**config.mk**
```make
export PLATFORM = sky130hd
export DESIGN_NAME = result_frame_reader
export DESIGN_NICKNAME = d
export VERILOG_FILES = /design/src/rtl/result_frame_reader.sv
export SDC_FILE = /design/constraint.sdc
export NUM_CORES = 1
export LEC_CHECK = 0
export ABC_AREA = 0
export BUFFER_PORTS_ARGS = -buffer_cell sky130_fd_sc_hd__buf_2
export CAP_MARGIN = 30
export CORE_ASPECT_RATIO = 2
export CORE_MARGIN = 5
export CORE_UTILIZATION = 65
export CTS_BUF_LIST = sky130_fd_sc_hd__clkbuf_4
export CTS_CLUSTER_DIAMETER = 60
export DETAILED_ROUTE_END_ITERATION = 8
export GPL_TIMING_DRIVEN = 0
export PLACE_DENSITY = 0.85
export SYNTH_ARGS = -nofsm -noshare
export SYNTH_HDL_FRONTEND = slang
export SYNTH_SLANG_ARGS = --single-unit
```
**constraint.sdc**
```tcl
create_clock -name clk -period 13.85 [get_ports clk]
set_input_delay 0 -clock clk [delete_from_list [all_inputs] [get_ports clk]]
set_output_delay 0 -clock clk [all_outputs]
set_load 0.03 [all_outputs]
```
**src/rtl/result_frame_reader.sv**
```systemverilog
// Streams a finished frame back out of image memory as raster-ordered pixels.
// Reads are credit-limited so in-flight requests plus buffered pixels never
// exceed the response buffer; the buffer head drives the output directly.
module result_frame_reader #(
  parameter int ADDR_WIDTH = 16,
  parameter int DIM_WIDTH  = 12,
  parameter int DATA_WIDTH = 8,
  parameter int FIFO_DEPTH = 4
) (
  input  logic                  clk,
  input  logic                  n_rst,
  input  logic                  start,
  input  logic [DIM_WIDTH-1:0]  width,
  input  logic [DIM_WIDTH-1:0]  length,
  input  logic [ADDR_WIDTH-1:0] initial_addr_w,
  output logic                  mem_ren,
  output logic [ADDR_WIDTH-1:0] mem_addr,
  input  logic                  mem_rvalid,
  input  logic [DATA_WIDTH-1:0] mem_rdata,
  output logic                  pix_valid,
  input  logic                  pix_ready,
  output logic [DATA_WIDTH-1:0] pix_data,
  output logic [DIM_WIDTH-1:0]  pix_row,
  output logic [DIM_WIDTH-1:0]  pix_col,
  output logic                  pix_last,
  output logic                  busy,
  output logic                  done
);

  localparam int PW = (FIFO_DEPTH > 1) ? $clog2(FIFO_DEPTH) : 1;
  localparam int CW = PW + 2;            // holds outstanding + count (<= 2*depth)
  localparam int NW = 2 * DIM_WIDTH;     // frame pixel count width
  localparam logic [CW-1:0] DEPTH_C = CW'(FIFO_DEPTH);

  typedef enum logic [1:0] {IDLE, ISSUE, DRAIN, FIN} state_t;

  state_t                state, state_nxt;
  logic [DIM_WIDTH-1:0]  width_q, length_q;
  logic [NW-1:0]         total_q, issued_q;
  logic [ADDR_WIDTH-1:0] addr_q;
  logic [CW-1:0]         outstanding_q, count_q;
  logic [PW-1:0]         wptr_q, rptr_q;
  logic [DATA_WIDTH-1:0] fifo_mem [FIFO_DEPTH];
  logic [DIM_WIDTH-1:0]  row_q, col_q;
  logic                  done_q;

  logic active, start_ok, credit_ok, issue, push, pop;
  logic at_last_col, frame_last;

  assign active      = (state == ISSUE) || (state == DRAIN);
  assign start_ok    = (state == IDLE) && start;
  // Registered totals already include every earlier read, so allowing one more
  // read only while the sum is below depth can never overfill the buffer.
  assign credit_ok   = (outstanding_q + count_q) < DEPTH_C;
  assign issue       = (state == ISSUE) && credit_ok;
  // Responses outside an active frame are stale and must not touch any state.
  assign push        = active && mem_rvalid;
  assign pop         = pix_valid && pix_ready;
  assign at_last_col = (col_q == width_q - DIM_WIDTH'(1));
  assign frame_last  = at_last_col && (row_q == length_q - DIM_WIDTH'(1));

  assign mem_ren   = issue;
  assign mem_addr  = addr_q;
  assign pix_valid = (count_q != '0);
  assign pix_data  = pix_valid ? fifo_mem[rptr_q] : '0;
  assign pix_row   = row_q;
  assign pix_col   = col_q;
  assign pix_last  = pix_valid && frame_last;
  assign busy      = active;
  assign done      = done_q;

  // State register
  always_ff @(posedge clk) begin
    if (n_rst) state <= IDLE;
    else       state <= state_nxt;
  end

  // Next-state: empty frames skip straight to the completion pulse
  always_comb begin
    state_nxt = state;
    case (state)
      IDLE: begin
        if (start) begin
          if (width == '0 || length == '0) state_nxt = FIN;
          else                             state_nxt = ISSUE;
        end
      end
      ISSUE: if (issue && issued_q == total_q - NW'(1)) state_nxt = DRAIN;
      DRAIN: if (pop && frame_last)                    state_nxt = FIN;
      FIN:   state_nxt = IDLE;
      default: state_nxt = IDLE;
    endcase
  end

  // Response buffer storage; contents are meaningless unless counted valid
  always_ff @(posedge clk) begin
    if (push) fifo_mem[wptr_q] <= mem_rdata;
  end

  // Frame parameters, address/credit counters, buffer pointers, pixel position
  always_ff @(posedge clk) begin
    if (n_rst) begin
      width_q       <= '0;
      length_q      <= '0;
      total_q       <= '0;
      issued_q      <= '0;
      addr_q        <= '0;
      outstanding_q <= '0;
      count_q       <= '0;
      wptr_q        <= '0;
      rptr_q        <= '0;
      row_q         <= '0;
      col_q         <= '0;
      done_q        <= 1'b0;
    end else begin
      if (start_ok) begin
        width_q  <= width;
        length_q <= length;
        total_q  <= NW'(width) * NW'(length);
        issued_q <= '0;
        addr_q   <= initial_addr_w;
        row_q    <= '0;
        col_q    <= '0;
      end
      if (issue) begin
        addr_q   <= addr_q + ADDR_WIDTH'(1);
        issued_q <= issued_q + NW'(1);
      end
      case ({issue, push})
        2'b10:   outstanding_q <= outstanding_q + CW'(1);
        2'b01:   outstanding_q <= outstanding_q - CW'(1);
        default: outstanding_q <= outstanding_q;
      endcase
      if (push) wptr_q <= wptr_q + PW'(1);
      if (pop)  rptr_q <= rptr_q + PW'(1);
      case ({push, pop})
        2'b10:   count_q <= count_q + CW'(1);
        2'b01:   count_q <= count_q - CW'(1);
        default: count_q <= count_q;
      endcase
      // Position holds on the final pixel so it stays readable after the frame
      if (pop && !frame_last) begin
        if (at_last_col) begin
          col_q <= '0;
          row_q <= row_q + DIM_WIDTH'(1);
        end else begin
          col_q <= col_q + DIM_WIDTH'(1);
        end
      end
      done_q <= (state == FIN);
    end
  end

endmodule

```
==> summary.md <==
| Metric | Value |
|---|---|
| Crit-path cells | `dlygate4sd3_1 > buf_2 > clkbuf_1 > nand2_1 > fa_1 > inv_1 > ha_1 > inv_1 > fa_1 > inv_1 > fa_1 > inv_1 > fa_1 > inv_1 > ha_1 > and3_1 > o21ai_0 > a211oi_1 > nor3_1 > nor3_1 > a31oi_1 > xnor2_1 > a22o_1` |
| Seq/Total Area, Yosys | `0.256` |
| Final core utilization | `0.735` |
| Post-route setup slack | `between 8 and 9 ns` |
| Cell area after synthesis | `roughly 14000 um^2` |
| P per Cell Area | `between 150 and 200 nW/um^2` |
| Synth warnings | `0` |
| Post-DP Area | `14700 um^2` |
| Clk network pwr share | `0.100` |
| CTS tree | `built` |
| Most common flop cell mapped by yosys | `dfxtp_1` |
| Post-synth net total | `around 1900` |
| Starting density of the core | `0.659` |
| First-pass GRT wire length | `roughly 64000 um` |
| Initial antenna violation count | `1` |
| CTS max path bufs | `2` |
| Die height | `~220 um` |
| Leakage | `approximately 6.7 nW` |
| CP Depth | `23` |
| Top Family by Delay on Critical Path | `adder cells` |
| Post-CTS Resized | `0` |
| Logic gate share of total power | `0.672` |
| FMAX | `approximately 170 MHz` |
| CP max stage delay | `~0.58 ns` |
| Largest family of logic cells by synthesized area | `simple AND/OR/NAND/NOR gates` |
| Critical-path maximum fanout | `10` |
| Final min period | `around 5.7 ns` |
| Post-synthesis mux area share | `0.0200` |
| Post-layout instance area | `15400 um^2` |
| Status | `finished, final reports clean` |
| CP max stage cell | `fa_1` |
| Critical Path Start | `length[8]` |
| Most frequent CP cell | `inv_1` |
| DP HPWL | `just over 30000 um` |
| DRC violations left | `0` |
| CP startpoint kind | `primary input` |
| Sequential fraction of design power | `0.228` |
| Switch share | `0.502` |
| CP Data Required Time | `14.35 ns` |
| DRT iter0 DRCs | `between 800 and 900` |
| I/O Pins | `about 110` |
| Post-synthesis adder-cell area fraction | `0.225` |
| Syn-to-layout area delta | `11.5%` |
| Path depth of the worst reg2reg path | `13` |
| Buffers & Inverters on Critical Path | `8` |
| Routed Wire Length | `39500 um` |
| Post-synth EDFFs | `32` |
| Reg-to-reg endpoint | `outstanding_q[3]` |
| Clk slew on worst S/H paths | `between 0.1 and 0.15 ns` |
| Post-Syn Area per Cell | `8.47 um^2` |
| Psw | `approximately 1.4 mW` |
| Layout cells sized above 1 | `0.101` |
| Final setup viols | `0` |
| # port buffers | `between 100 and 150` |
| Rows | `75` |
| CP endpoint | `total_q[22]` |
| Synthesized instance count | `roughly 1600` |
| Max-slew headroom | `0.420` |
| Drt pass-1 iters | `7` |
| Post-synthesis async set-or-reset flop share | `0` |
| TritonCTS buffer count | `17` |
| Final-stage net count | `2046` |
| All-Layer GR Usage | `0.325` |
| Max Cap Viol | `0` |
| Avg WL per Cell | `between 15 and 20 um` |
| Global route overflow | `0` |
| Fin Setup TNS | `0 ns` |
| Die area | `24500 um^2` |
| Final Hold Fails | `0` |
| Worst-margin pin slew | `between 0.8 and 0.9 ns` |
| Clock Latency Late Sink | `0.60 ns` |
| Vias in the first global route | `around 13000` |
| Max-slew violations | `0` |
| Hold Path Class | `in2reg` |
| Post-Synth Simple-Gate Area | `0.241` |
| Post-layout power | `2.81 mW` |
| Root buf cell | `clkbuf_4` |
| Final period util | `0.415` |
| R2R Path Start | `count_q[1]` |
| Htree depth | `4` |
| Critical setup path kind | `in2reg` |
| CP endpoint kind | `register` |
| Largest net degree at the start of global routing | `17` |
| Placer's final routability congestion estimate | `just under 1` |
| Compound-Gate Fraction of Synth Area | `0.141` |
| Die W | `113 um` |
| Sinks on Clock Net | `around 160` |
| Unrepaired setup endpoints after global routing | `false` |
| Worst Hold Slack | `0.0555 ns` |
| Netlist cell types | `80` |
| Non-filler cells, final | `2088` |
| Placed Instances | `2010` |
| CTS Hold Bufs | `45` |
| R2r setup slk | `approximately 9.9 ns` |
| Worst vdd ir | `~0.12 mV` |
| Dpl ws | `around 8.1 ns` |
| Seq cells post-synth | `between 150 and 200` |
| DR vias | `~13000` |
| Post-CTS Setup Inserts | `0` |
| XOR/XNOR Fraction of Synth Area | `0.0474` |
| Total core area | `around 21000 um^2` |
| Post-route antenna net violation count | `0` |
| Crit path arrival time | `between 6 and 7 ns` |
| Vias per cell | `6.16` |
| P_int | `approximately 1.4 mW` |
| Clock skew | `around 0.021 ns` |
how the worst min path moves through the flow:
| stage | cells past startpoint | from | end |
|---|---|---|---|
| after floorplan | 0 | mem_rdata[0] | fifo_mem[0][0] |
| after global placement | 1 | mem_rdata[7] | fifo_mem[0][7] |
| after detailed placement | 1 | mem_rdata[0] | fifo_mem[0][0] |
| after CTS | 3 | n_rst | total_q[11] |
| after global routing | 4 | pix_ready | pix_col[3] |
| final | 3 | n_rst | total_q[11] |
metal layers:
| metal | global-route usage | part of all wire |
|---|---|---|
| met1 | 0.326 | 0.34 |
| met5 | 0 | 0 |
| met2 | 0.588 | 0.53 |
| met4 | 0.255 | 0.090 |
| met3 | 0.0455 | 0.049 |
cells in the mapped netlist, drive strengths merged (7+ instances only):
cell    number  area (um^2)
o211ai      10         75.1
nor2        99          372
and4         7         61.3
nand4b       8         70.1
nand2      210          788
nor3        35          180
clkbuf      73          274
nand4       12         75.1
nor3b       10         80.1
ha          86         1080
and3        39          244
a311oi      16          140
nand2b      10         62.6
nand3b      13         97.6
dfxtp      129         2580
o21ai       47          235
or3         16          100
a211oi      11         82.6
and2        83          519
edfxtp      32          961
nand3       33          165
a21oi      121          609
xnor2       46          403
xor2        29          254
buf         15         73.8
fa         102         2040
nor2b       18          113
nor4        28          243
a221oi       9         78.8
a21o        14          105
a31oi       12         75.1
mux4         8          180
inv        167          627
power by group through the flow:
stage / sequential [mW] / clock, mW / combinational, mW
2_1_floorplan: 0.655 / 0 / 1.37
3_3_place_gp: 0.643 / 0 / 1.78
3_5_place_dp: 0.648 / 0 / 1.85
4_1_cts: 0.638 / 0.286 / 1.87
5_1_grt: 0.650 / 0.306 / 2.09
6_report: 0.641 / 0.282 / 1.89
logic make-up after synthesis:
family                   after synthesis
AND/OR/NAND/NOR                      640
AO/OA/AOI/OAI                        301
XOR/XNOR                              75
flip-flops                           161
adder cells (fa/ha/maj)              188
buffers and inverters                255
multiplexers                          17
worst register-to-register path, delay by kind of cell, from the launching register on:
kind / cells / cell delay (ns)
AOI/OAI and AO/OA: 4 / 0.77
xor gates and xnor gates: 1 / 0.09
adders and majority gates: 3 / 0.80
buffers and inverters: 2 / 0.87
DFF: 1 / 0.43
and+or+nand+nor: 3 / 0.87
flip-flops by register name, indices dropped and copies added (netlist names), named ones only:
register / flops
rptr_q: 2
wptr_q: 2
pix_col: 12
width_q: 12
total_q: 24
outstanding_q: 4
mem_addr: 16
state: 2
length_q: 12
fifo_mem: 32
done: 1
count_q: 4
pix_row: 12
issued_q: 24
layout by cell type, fill, tap and decap left out, types with 29 or more instances in the layout:
cell type      synthesis  layout
dlygate4sd3_1          0      45
a21oi_1              120     120
nor3_1                34      34
fa_1                 102     102
nand3_1               33      33
dfxtp_1              129     129
and3_1                39      39
nand2_1              210     210
and2_1                83      83
o21ai_0               38      38
buf_2                  8     112
xor2_1                29      29
xnor2_1               46      46
nor2_1                99      99
clkbuf_1              73      73
edfxtp_1              32      32
ha_1                  86      86
inv_1                167     167
final cells by class:
type                            instances  area [um^2]
Inverter                              167          627
Timing Repair Buffer                  149          971
Fill cell                            1633         5570
Multi-Input combinational cell       1221         9340
Sequential cell                       161         3540
Tap cell                              269          337
Buffer                                 88          348
Clock buffer                           19          143
Clock inverter                         13          138
Antenna cell                            1         2.50
Note: power is estimated with default switching activity, not from simulation.
